## src/rtl/vga_timing_gen.sv

```systemverilog
// -----------------------------------------------------------------------------
// vga_timing_gen
//
// Raster timing generator for 640x480 @ 60 Hz VGA, clocked by the 25 MHz
// pixel clock. It produces the raster position consumed by the sprite
// renderers and the sync pulses for the VGA connector.
//
// Ports
//   vga_clk     in   pixel clock; all state changes on its rising edge
//   reset_n     in   asynchronous active-low reset
//   DrawX       out  [9:0] horizontal count, 0..H_TOTAL-1
//   DrawY       out  [9:0] vertical count,   0..V_TOTAL-1
//   blank       out  high while the current position is visible
//   hs          out  horizontal sync, active-low
//   vs          out  vertical sync, active-low
//   frame_start out  one-cycle pulse while the position is (0,0)
//
// Optional feature macro: VGA_SYNC_DELAY_EN
//   Defined   : hs/vs pass through one extra register stage so they line up
//               with sprite colours, which are registered one cycle after
//               DrawX/DrawY.
//   Undefined : hs/vs describe the same position as DrawX/DrawY.
//
// The design has no FSM and no handshake: the counters free-run every cycle.
// All H/V totals must be <= 1024 so the counters fit in 10 bits.
// -----------------------------------------------------------------------------
module vga_timing_gen #(
    parameter int H_VISIBLE = 640,
    parameter int H_FRONT   = 16,
    parameter int H_SYNC    = 96,
    parameter int H_BACK    = 48,
    parameter int V_VISIBLE = 480,
    parameter int V_FRONT   = 10,
    parameter int V_SYNC    = 2,
    parameter int V_BACK    = 33
) (
    input  logic       vga_clk,
    input  logic       reset_n,
    output logic [9:0] DrawX,
    output logic [9:0] DrawY,
    output logic       blank,
    output logic       hs,
    output logic       vs,
    output logic       frame_start
);

    localparam int H_TOTAL = H_VISIBLE + H_FRONT + H_SYNC + H_BACK;
    localparam int V_TOTAL = V_VISIBLE + V_FRONT + V_SYNC + V_BACK;

    localparam logic [9:0] H_MAX = 10'(H_TOTAL - 1);
    localparam logic [9:0] V_MAX = 10'(V_TOTAL - 1);

    // Decode bounds are 11 bits wide so a sync end equal to 1024 still fits.
    localparam logic [10:0] H_VIS_END  = 11'(H_VISIBLE);
    localparam logic [10:0] HS_START   = 11'(H_VISIBLE + H_FRONT);
    localparam logic [10:0] HS_END     = 11'(H_VISIBLE + H_FRONT + H_SYNC);
    localparam logic [10:0] V_VIS_END  = 11'(V_VISIBLE);
    localparam logic [10:0] VS_START   = 11'(V_VISIBLE + V_FRONT);
    localparam logic [10:0] VS_END     = 11'(V_VISIBLE + V_FRONT + V_SYNC);

    logic [9:0] hc;
    logic [9:0] vc;
    logic [9:0] hc_next;
    logic [9:0] vc_next;

    logic       blank_next;
    logic       hs_next;
    logic       vs_next;
    logic       frame_start_next;

    logic       hs_raw;
    logic       vs_raw;

    // -------------------------------------------------------------------------
    // Next position: hc wraps at the end of every line, vc advances only on
    // the line wrap and itself wraps at the end of the frame.
    // -------------------------------------------------------------------------
    always_comb begin
        hc_next = hc + 10'd1;
        vc_next = vc;
        if (hc == H_MAX) begin
            hc_next = 10'd0;
            if (vc == V_MAX) begin
                vc_next = 10'd0;
            end else begin
                vc_next = vc + 10'd1;
            end
        end
    end

    // -------------------------------------------------------------------------
    // Decode of the *next* position. Registering these alongside the counters
    // makes the decoded flags describe the same position DrawX/DrawY show in
    // that cycle, with no combinational path to the outputs.
    // -------------------------------------------------------------------------
    always_comb begin
        blank_next       = ({1'b0, hc_next} < H_VIS_END) &&
                           ({1'b0, vc_next} < V_VIS_END);
        hs_next          = !(({1'b0, hc_next} >= HS_START) &&
                             ({1'b0, hc_next} <  HS_END));
        vs_next          = !(({1'b0, vc_next} >= VS_START) &&
                             ({1'b0, vc_next} <  VS_END));
        frame_start_next = (hc_next == 10'd0) && (vc_next == 10'd0);
    end

    // -------------------------------------------------------------------------
    // Counter and decode registers. Reset parks the raster at (0,0), which is
    // a visible, non-sync position; frame_start stays low so the frame that
    // begins at reset release is not flagged.
    // -------------------------------------------------------------------------
    always_ff @(posedge vga_clk or negedge reset_n) begin
        if (!reset_n) begin
            hc          <= 10'd0;
            vc          <= 10'd0;
            blank       <= 1'b1;
            hs_raw      <= 1'b1;
            vs_raw      <= 1'b1;
            frame_start <= 1'b0;
        end else begin
            hc          <= hc_next;
            vc          <= vc_next;
            blank       <= blank_next;
            hs_raw      <= hs_next;
            vs_raw      <= vs_next;
            frame_start <= frame_start_next;
        end
    end

    assign DrawX = hc;
    assign DrawY = vc;

`ifdef VGA_SYNC_DELAY_EN
    // Extra stage keeps the syncs aligned with the registered sprite colour,
    // which lags DrawX/DrawY by one pixel clock.
    logic hs_dly;
    logic vs_dly;

    always_ff @(posedge vga_clk or negedge reset_n) begin
        if (!reset_n) begin
            hs_dly <= 1'b1;
            vs_dly <= 1'b1;
        end else begin
            hs_dly <= hs_raw;
            vs_dly <= vs_raw;
        end
    end

    assign hs = hs_dly;
    assign vs = vs_dly;
`else
    assign hs = hs_raw;
    assign vs = vs_raw;
`endif

endmodule

```

## config.mk

```make
export PLATFORM = sky130hd
export DESIGN_NAME = vga_timing_gen
export DESIGN_NICKNAME = d
export VERILOG_FILES = /design/src/rtl/vga_timing_gen.sv
export SDC_FILE = /design/constraint.sdc
export NUM_CORES = 1
export LEC_CHECK = 0
export BUFFER_PORTS_ARGS = -buffer_cell sky130_fd_sc_hd__buf_2
export CORE_MARGIN = 5
export CORE_UTILIZATION = 54
export DETAILED_ROUTE_END_ITERATION = 6
export GPL_TIMING_DRIVEN = 0
export PLACE_DENSITY = 0.9
export SLEW_MARGIN = 10
export SYNTH_ARGS = -nofsm -noshare
export SYNTH_HDL_FRONTEND = slang
export SYNTH_SLANG_ARGS = --single-unit
```

## constraint.sdc

```tcl
create_clock -name vga_clk -period 3.1 [get_ports vga_clk]
set_input_delay 0.465 -clock vga_clk [delete_from_list [all_inputs] [get_ports vga_clk]]
set_output_delay 0.465 -clock vga_clk [all_outputs]
set_load 0.02 [all_outputs]
```

==> impl_metrics.py, run 1 <==
metrics = {
    "timing": {
        "finalCritPeriodShare": 0.8479,
        "final.setup.tns_ns": 0,
        "fin_worst_skew_ns": 0.0009676,
        "rsz0062_at_grt": "no",
        "relSlewSlack": 0.6561,
        "fin_ws_ns": 0.4715,
        "fmax_mhz": 380.4,
        "finalSetupViolCount": 0,
        "hold_violations": 0,
        "tightestPinTransition_ns": 0.5159,
        "fin_crit_ns": 2.629,
        "slew_viol_final": 0,
    },
    "placed_design": {
        "pre_cts_ws_ns": 0.5637,
        "io_buffer_count": 25,
        "placedCellCount": 193,
        "place_hpwl_um": 2357,
        "globalplace.congestion": 0.8785,
    },
    "setup_path": {
        "critPathRequiredTime_ns": 3.36,
        "startpoint_type": "flop",
        "cp.arrival_ns": 2.89,
        "cp-end-kind": "flop",
        "ff2ff_path_depth": 8,
        "ff2ff_setup_slack_ns": 0.47,
        "critPathMaxFanout": 10,
        "critPathKind": "reg -> reg",
    },
    "synthesis": {
        "yosysUniqueCellTypes": 40,
        "syn_inst": 138,
        "syn_area_sq_mm": 0.001346,
        "synth_nets": 143,
        "yosysSeqAreaShare": 0.4489,
        "synth_largest_area_cell": "dfrtp_1",
        "yosysTopAreaCellShare": 0.3903,
        "synth.avg_cell_area_sq_um": 9.756,
        "synth.ff_latch_count": 24,
        "synth_edf_count": 0,
        "synthTopCellsByArea": "dfrtp_1, dfstp_2, nand2_1",
        "yosysMostFrequentCell": "dfrtp_1",
        "async_flop_share": 1.000,
        "yosysWarnings": 0,
        "synth_common_cells": "dfrtp_1, nand2_1, nand3_1",
        "synth_flop_cell": "dfrtp_1",
    },
    "cts": {
        "cts_buffer_depth": 2,
        "cts-root-buf": "clkbuf_4",
        "cts_tree": "yes",
        "insertion_delay_ns": 0.31,
        "cts_buffers": 3,
        "cts_resized": 0,
        "clock-sinks": 24,
        "clk_pin_slew_ns": 0.13,
        "htreeDepth": 1,
        "cts_setup_buffers": 0,
        "cts_hold_buf": 0,
    },
    "floorplanning": {
        "coreArea_sq_mm": 0.002432,
        "dieWidth_um": 59.93,
        "rows": 18,
        "die_h_um": 59.93,
        "ios": 26,
        "start_util": 0.5535,
        "dieArea_sq_mm": 0.003592,
    },
    "global_route": {
        "grt_max_degree": 25,
        "antenna_found_initial": 0,
        "grt_first_pass_wirelength_um": 5368,
        "track_usage": 0.1970,
        "grt-ovfl-total": 0,
        "grt_pass1_vias": 1207,
    },
    "drt": {
        "finalWirelength_um": 3107,
        "ant_nets": 0,
        "drcViolationCount": 0,
        "post_drt_wl_per_cell_um": 15.77,
        "vias_per_cell": 6.157,
        "first_pass_iters": 4,
        "vias": 1213,
        "drt_iter0_drc": 65,
    },
    "finish": {
        "final_nets": 173,
        "num_antenna_cells": 0,
        "utilization": 0.6353,
        "drive_above_1_share": 0.2335,
        "fin_cells": 197,
        "syn_to_final_growth_pct": 14.78,
    },
    "pwr": {
        "vdd_ir_drop_max_v": 0.0002915,
        "power.density_mw_per_mm2": 312.3,
        "power_leakage_nw": 0.7456,
    },
    "flow_run": {
        "maxCapViolations": 0,
    },
    "outcome": {
        "run_status": "finished clean",
    },
    "min_path": {
        "hold_class": "in -> async",
    },
}
report_power, final:
group          internal, W  switching (W)  leakage [nW]
Sequential        0.000313              0         0.311
Clock            0.0000718      0.0000914        0.0210
Combinational  0.000000450     0.00000565         0.414
through the flow:
step / instance area, sq um / power [W] / hold slack (ns)
2_1_floorplan: 1346 / 0.0003191 / 0.1694
3_3_place_gp: 1509 / 0.0003254 / 0.4584
3_5_place_dp: 1509 / 0.0003257 / 0.4701
4_1_cts: 1545 / 0.0004878 / 0.1128
5_1_grt: 1545 / 0.0005034 / 0.1374
6_report: 1545 / 0.0004825 / 0.1002
cells in the final DEF, fill, tap and decap left out, drive strengths merged, types with 2 or more instances in the layout:
cell	n
nand4	6
mux2i	2
clkbuf	7
nor2	7
inv	4
xnor2	5
nand2	17
xor2	7
and3	4
o21a	2
o21ai	7
and4	3
a21oi	2
a21o	3
nor2b	2
buf	27
nor4	6
nand3	10
dfstp	3
ha	3
dfrtp	21
nor3	5
registers in the layout, summed over array words and instances (netlist names):
signal       cells
DrawX           10
DrawY           10
blank            1
hs               1
frame_start      1
vs               1
cell type report:
| type | count | area [sq um] |
|---|---|---|
| multi-input cells | 105 | 699.4 |
| well taps | 30 | 37.54 |
| repair buffers | 25 | 125.1 |
| flip-flops and latches | 24 | 604.3 |
| clock buffers | 4 | 36.28 |
| fillers | 205 | 887.1 |
| plain buffers | 5 | 27.53 |
| inverters | 4 | 15.01 |
logic make-up after synthesis:
| family | share of synthesized area |
|---|---|
| buffers and inverters | 0.03159 |
| AO/OA/AOI/OAI | 0.1143 |
| XOR/XNOR | 0.08364 |
| flip-flops | 0.4489 |
| adder cells (fa/ha/maj) | 0.02788 |
| multiplexers | 0.01487 |
| AND/OR/NAND/NOR | 0.2788 |
metal layers:
layer,up-vias,part of all wire,global-route usage
met2,49,0.47,0.3210
met1,582,0.43,0.2469
met5,-,0,0
met3,16,0.062,0.02808
li1,566,-,-
met4,0,0.038,0.1139
worst paths after layout:
path,end,startpoint
setup / recovery,frame_start,DrawX[0]
hold / removal,DrawY[2],reset_n
setup reg to reg,frame_start,DrawX[0]
hold reg to reg,DrawX[0],DrawX[0]
max in group asynchronous,hs,reset_n
min in group vga_clk,DrawX[0],DrawX[0]
worst max-delay path, cell delays in order (launching register included):
cell	delay [ns]
dfrtp_1	0.45
ha_1	0.30
nand4_4	0.18
nor4_1	0.41
buf_2	0.30
a21oi_1	0.06
a311o_1	0.33
nor4_1	0.31
and4_1	0.23
Note: power is estimated with default switching activity, not from simulation.
==> run 2, diff against run 1 <==
--- a/config.mk
+++ b/config.mk
@@ -7,10 +7,10 @@
 export LEC_CHECK = 0
 export BUFFER_PORTS_ARGS = -buffer_cell sky130_fd_sc_hd__buf_2
 export CORE_MARGIN = 5
-export CORE_UTILIZATION = 54
+export CORE_UTILIZATION = 49
 export DETAILED_ROUTE_END_ITERATION = 6
 export GPL_TIMING_DRIVEN = 0
-export PLACE_DENSITY = 0.9
+export PLACE_DENSITY = 0.87
 export SLEW_MARGIN = 10
 export SYNTH_ARGS = -nofsm -noshare
 export SYNTH_HDL_FRONTEND = slang
==> constraint.sdc (replaced) <==
create_clock -name vga_clk -period 2.4 [get_ports vga_clk]
set_input_delay 0.36 -clock vga_clk [delete_from_list [all_inputs] [get_ports vga_clk]]
set_output_delay 0.36 -clock vga_clk [all_outputs]
set_load 0.02 [all_outputs]
==> run 2 against run 1 <==
Effect of this change: critical path depth did not move; combinational power rose by 33%; sequential share of layout area fell by 2.0 points; sequential power rose by 29%; routed wire length rose by 9.8%; final area rose by 5.3%; sequential cell count did not move; register-to-register slack got worse by 0.41 ns; cell count rose by 3.0%; core utilization fell by 2.9 points; critical path type unchanged.
==> impl_metrics.py, run 2 (synthesized netlist as in run 1, its figures left out) <==
metrics = {
    "pwr": {
        "power.density_mw_per_mm2": 382.7,
        "vdd_ir_drop_max_v": 0.0004737,
        "power_leakage_nw": 0.7741,
    },
    "placed_design": {
        "placed_area_sq_mm": 0.001513,
        "pre_cts_ws_ns": -0.1537,
        "place_hpwl_um": 2451,
        "placedCellCount": 194,
        "io_buffer_count": 25,
        "globalplace.congestion": 0.9459,
    },
    "finish": {
        "fin_cells": 203,
        "num_antenna_cells": 0,
        "syn_to_final_growth_pct": 20.91,
        "mostFrequentLayoutCells": "buf_2, dfrtp_1, nand2_1",
        "final_area_sq_mm": 0.001628,
        "multi_input_area_sq_um": 738.2,
        "drive_above_1_share": 0.2965,
        "num-fill-cells": 219,
        "register_area_sq_um": 604.3,
        "final_nets": 178,
        "final_common_cell": "buf_2",
    },
    "drt": {
        "post_drt_wl_per_cell_um": 16.80,
        "finalWirelength_um": 3411,
        "first_pass_iters": 4,
        "drcViolationCount": 0,
        "drt_iter0_drc": 70,
        "vias": 1238,
        "ant_nets": 0,
        "vias_per_cell": 6.099,
    },
    "min_path": {
        "hold_class": "in -> async",
    },
    "cts": {
        "clk_pin_slew_ns": 0.12,
        "cts_buffers": 3,
        "clock-sinks": 24,
        "cts-root-buf": "clkbuf_4",
        "htreeDepth": 1,
        "cts_buffer_depth": 2,
        "insertion_delay_ns": 0.31,
        "cts_tree": "yes",
    },
    "floorplanning": {
        "start_util": 0.5012,
        "dieWidth_um": 62.42,
        "die_h_um": 62.42,
        "rows": 19,
        "dieArea_sq_mm": 0.003896,
        "ios": 26,
        "coreArea_sq_mm": 0.002686,
    },
    "timing": {
        "fmax_mhz": 427.9,
        "finalCritPeriodShare": 0.9737,
        "finalSetupViolCount": 0,
        "fin_worst_skew_ns": 0.002570,
        "fin_crit_ns": 2.337,
        "fin_ws_ns": 0.06305,
        "tightestPinTransition_ns": 0.5341,
        "slew_viol_final": 0,
        "relSlewSlack": 0.6439,
        "hold_violations": 0,
    },
    "global_route": {
        "grt_first_pass_wirelength_um": 5796,
        "grt_max_degree": 25,
        "grt-ovfl-total": 0,
        "grt_pass1_vias": 1236,
        "antenna_found_initial": 0,
        "track_usage": 0.1794,
    },
    "setup_path": {
        "critPathRequiredTime_ns": 2.66,
        "ff2ff_path_depth": 8,
        "r2r-end": "frame_start",
        "cp-end-kind": "flop",
        "critPathKind": "reg -> reg",
        "ff2ff_setup_slack_ns": 0.06,
        "crit_start": "DrawX[0]",
        "critPathMaxFanout": 10,
        "timing.rr.start": "DrawX[0]",
        "startpoint_type": "flop",
        "crit_end": "frame_start",
        "cp.arrival_ns": 2.60,
    },
    "flow_run": {
        "maxCapViolations": 0,
    },
    "outcome": {
        "run_status": "finished clean",
    },
}
run 2: worst min path at each step:
stage	start	slack, ns	depth (start not counted)	endpoint
floorplan	reset_n	0.06	0	DrawX[0]
global placement	reset_n	0.36	1	DrawY[4]
detailed placement	reset_n	0.37	1	DrawY[2]
CTS	reset_n	0.01	1	DrawY[2]
global route	reset_n	0.02	1	DrawX[0]
finish	reset_n	0.004	1	DrawY[0]
run 2: layout make-up:
| cell class | count | area share |
|---|---|---|
| Inverter | 4 | 0.009224 |
| Multi-Input combinational cell | 105 | 0.4535 |
| Timing Repair Buffer | 30 | 0.09992 |
| Clock buffer | 4 | 0.02229 |
| Buffer | 5 | 0.01998 |
| Sequential cell | 24 | 0.3713 |
| Tap cell | 31 | 0.02383 |
run 2: power breakdown:
group | switching, W | internal [W] | leakage, nW
Sequential | 0 | 0.000405 | 0.311
Clock | 0.000118 | 0.0000928 | 0.0210
Combinational | 0.00000753 | 0.000000581 | 0.443
run 2: worst max-delay path, stage by stage (launching register included):
cell and delay, ns:
dfrtp_1 0.43, ha_4 0.19, nand4_4 0.14, nor4_4 0.30, clkbuf_4 0.27, o21ai_0 0.11
a22o_1 0.26, nor4_1 0.36, and4_1 0.23
run 2: per-layer routing:
layer,part of all wire,track usage,vias up
li1,-,-,575
met1,0.41,0.2331,587
met2,0.47,0.2707,60
met3,0.084,0.06115,16
met4,0.031,0.07692,0
met5,0,0,-
run 2: metrics by stage:
stage | setup TNS, ns | power, W | utilization | hold slack (ns)
6_report | 0 | 0.0006230 | 0.6060 | 0.004081
5_1_grt | -0.01614 | 0.0006567 | 0.6060 | 0.02236
4_1_cts | 0 | 0.0006313 | 0.5869 | 0.01343
3_5_place_dp | -0.1816 | 0.0004207 | 0.5631 | 0.3675
3_3_place_gp | -0.06845 | 0.0004204 | 0.5631 | 0.3574
2_1_floorplan | 0 | 0.0004122 | - | 0.06441
run 2: what timing repair did:
item,in CTS,in global routing
hold buffers,0,0
gates resized for setup,2,9
pin swaps,0,5
buffers inserted,2,3
setup endpoints to repair,3,3
==> run 3, diff against run 2 <==
--- a/config.mk
+++ b/config.mk
@@ -11,6 +11,7 @@
 export DETAILED_ROUTE_END_ITERATION = 6
 export GPL_TIMING_DRIVEN = 0
 export PLACE_DENSITY = 0.87
+export REMOVE_ABC_BUFFERS = 1
 export SLEW_MARGIN = 10
 export SYNTH_ARGS = -nofsm -noshare
 export SYNTH_HDL_FRONTEND = slang
==> run 3 against run 2 <==
Effect of this change: sequential share of layout area up 0.29 points; power down 1.3%; largest cell class unchanged; critical path depth down 1; global-route usage down 1.6 points; sequential power about the same.
==> impl_metrics.py, run 3 (synthesized netlist as in run 1, its figures left out) <==
metrics = {
    "outcome": {
        "run_status": "finished clean",
    },
    "floorplanning": {
        "rows": 19,
        "die_h_um": 62.42,
        "ios": 26,
        "coreArea_sq_mm": 0.002686,
        "dieArea_sq_mm": 0.003896,
        "start_util": 0.5012,
        "dieWidth_um": 62.42,
    },
    "cts": {
        "insertion_delay_ns": 0.31,
        "cts_hold_buf": 0,
        "clock-sinks": 24,
        "cts-root-buf": "clkbuf_4",
        "cts_buffers": 3,
        "cts_tree": "yes",
        "htreeDepth": 1,
        "cts_buffer_depth": 2,
        "clk_pin_slew_ns": 0.12,
    },
    "drt": {
        "post_drt_wl_per_cell_um": 16.17,
        "drt_iter0_drc": 101,
        "drcViolationCount": 0,
        "vias": 1212,
        "vias_per_cell": 6.000,
        "first_pass_iters": 5,
        "ant_nets": 0,
        "finalWirelength_um": 3267,
    },
    "finish": {
        "multi_input_area_sq_um": 735.7,
        "mostFrequentLayoutCells": "buf_2, dfrtp_1, nand2_1",
        "syn_to_final_growth_pct": 19.98,
        "register_area_sq_um": 604.3,
        "final_common_cell": "buf_2",
        "num-fill-cells": 236,
        "num_antenna_cells": 0,
        "final_area_sq_mm": 0.001615,
        "final_nets": 177,
        "utilization": 0.6013,
        "drive_above_1_share": 0.2807,
        "fin_cells": 202,
    },
    "setup_path": {
        "crit_start": "DrawX[1]",
        "ff2ff_path_depth": 7,
        "critPathRequiredTime_ns": 2.65,
        "cp_cell_sequence": "ha_4, nand4_4, or4_4, a21o_1, a21o_1, nor4_1, and4_1",
        "ff2ff_setup_slack_ns": 0.11,
        "critPathKind": "reg -> reg",
        "cp.arrival_ns": 2.54,
        "timing.rr.start": "DrawX[1]",
        "critPathMaxFanout": 5,
        "r2r-end": "frame_start",
        "cp-end-kind": "flop",
        "cpMostUsedCell": "a21o_1",
        "startpoint_type": "flop",
        "slowest_stage": "or4_4",
        "crit_end": "frame_start",
        "max_stage_delay_ns": 0.58,
    },
    "timing": {
        "relSlewSlack": 0.6505,
        "finalCritPeriodShare": 0.9541,
        "fin_crit_ns": 2.290,
        "fmax_mhz": 436.7,
        "hold_violations": 0,
        "finalSetupViolCount": 0,
        "fin_worst_skew_ns": 0.004320,
        "tightestPinTransition_ns": 0.5242,
        "whs_ns": 0.003422,
        "slew_viol_final": 0,
    },
    "global_route": {
        "grt_first_pass_wirelength_um": 5375,
        "grt_max_degree": 25,
        "antenna_found_initial": 0,
        "grt_pass1_vias": 1164,
        "grt-ovfl-total": 0,
        "track_usage": 0.1634,
    },
    "min_path": {
        "hold_class": "in -> async",
    },
    "flow_run": {
        "maxCapViolations": 0,
    },
    "pwr": {
        "vdd_ir_drop_max_v": 0.0003825,
        "power.density_mw_per_mm2": 380.8,
        "power_leakage_nw": 0.7720,
        "finalPower_w": 0.0006151,
    },
    "placed_design": {
        "placedCellCount": 190,
        "placed_area_sq_mm": 0.001496,
        "place_hpwl_um": 2325,
        "io_buffer_count": 25,
        "globalplace.congestion": 0.8651,
    },
}
==> run 3: changes by cell type in the layout (fill, tap and decap cells not counted), sizes merged <==
cell    previous run  this run
buf               31        33
clkbuf             8         4
or4                1         2
==> run 3: per-layer routing <==
metal	routed length [um]	track usage	vias up
met5	0	0	-
met4	51	0.03714	0
met3	270	0.04137	6
met2	1568	0.2733	62
met1	1377	0.2122	569
li1	-	-	575
==> run 3: layout make-up <==
class	instances	area share
timing repair buffer	33	0.1146
clock buffer	4	0.02246
sequential	24	0.3741
tap	31	0.02401
multi-input combinational	106	0.4555
inverter	4	0.009295
==> run 3: worst min path at each step <==
stage / startpoint / end / depth (start not counted)
2_1_floorplan: reset_n / DrawX[0] / 0
3_3_place_gp: reset_n / DrawY[7] / 1
3_5_place_dp: reset_n / DrawY[0] / 1
4_1_cts: reset_n / DrawY[0] / 1
5_1_grt: reset_n / DrawY[0] / 1
6_report: reset_n / DrawY[0] / 1
==> run 3: report_power, final <==
group	internal (W)	switching, W	total [W]
Clock	0.0000926	0.000110	0.000203
Combinational	0.000000581	0.00000720	0.00000779
Sequential	0.000405	0	0.000405
==> run 3: critical path: cells and delay by family, from the launching register on <==
family	cells	cell delay, ns
compound gates	2	0.38
fa+ha+maj	1	0.19
flops	1	0.45
simple gates	4	1.20
==> run 3: what timing repair did <==
action                     4_1_cts  5_1_grt
setup buffers                    1        6
setup endpoints to repair        3        3
pin swaps                        2        2
resized for setup                2        1
gates cloned                     0        1
==> run 3: through the flow <==
stage / setup WS, ns / setup TNS [ns]
floorplan: -0.3162 / -0.8993
global placement: -0.8361 / -7.200
detailed placement: -0.1653 / -0.2966
CTS: 0.04582 / 0
global route: -0.006858 / -0.006858
finish: 0.1101 / 0
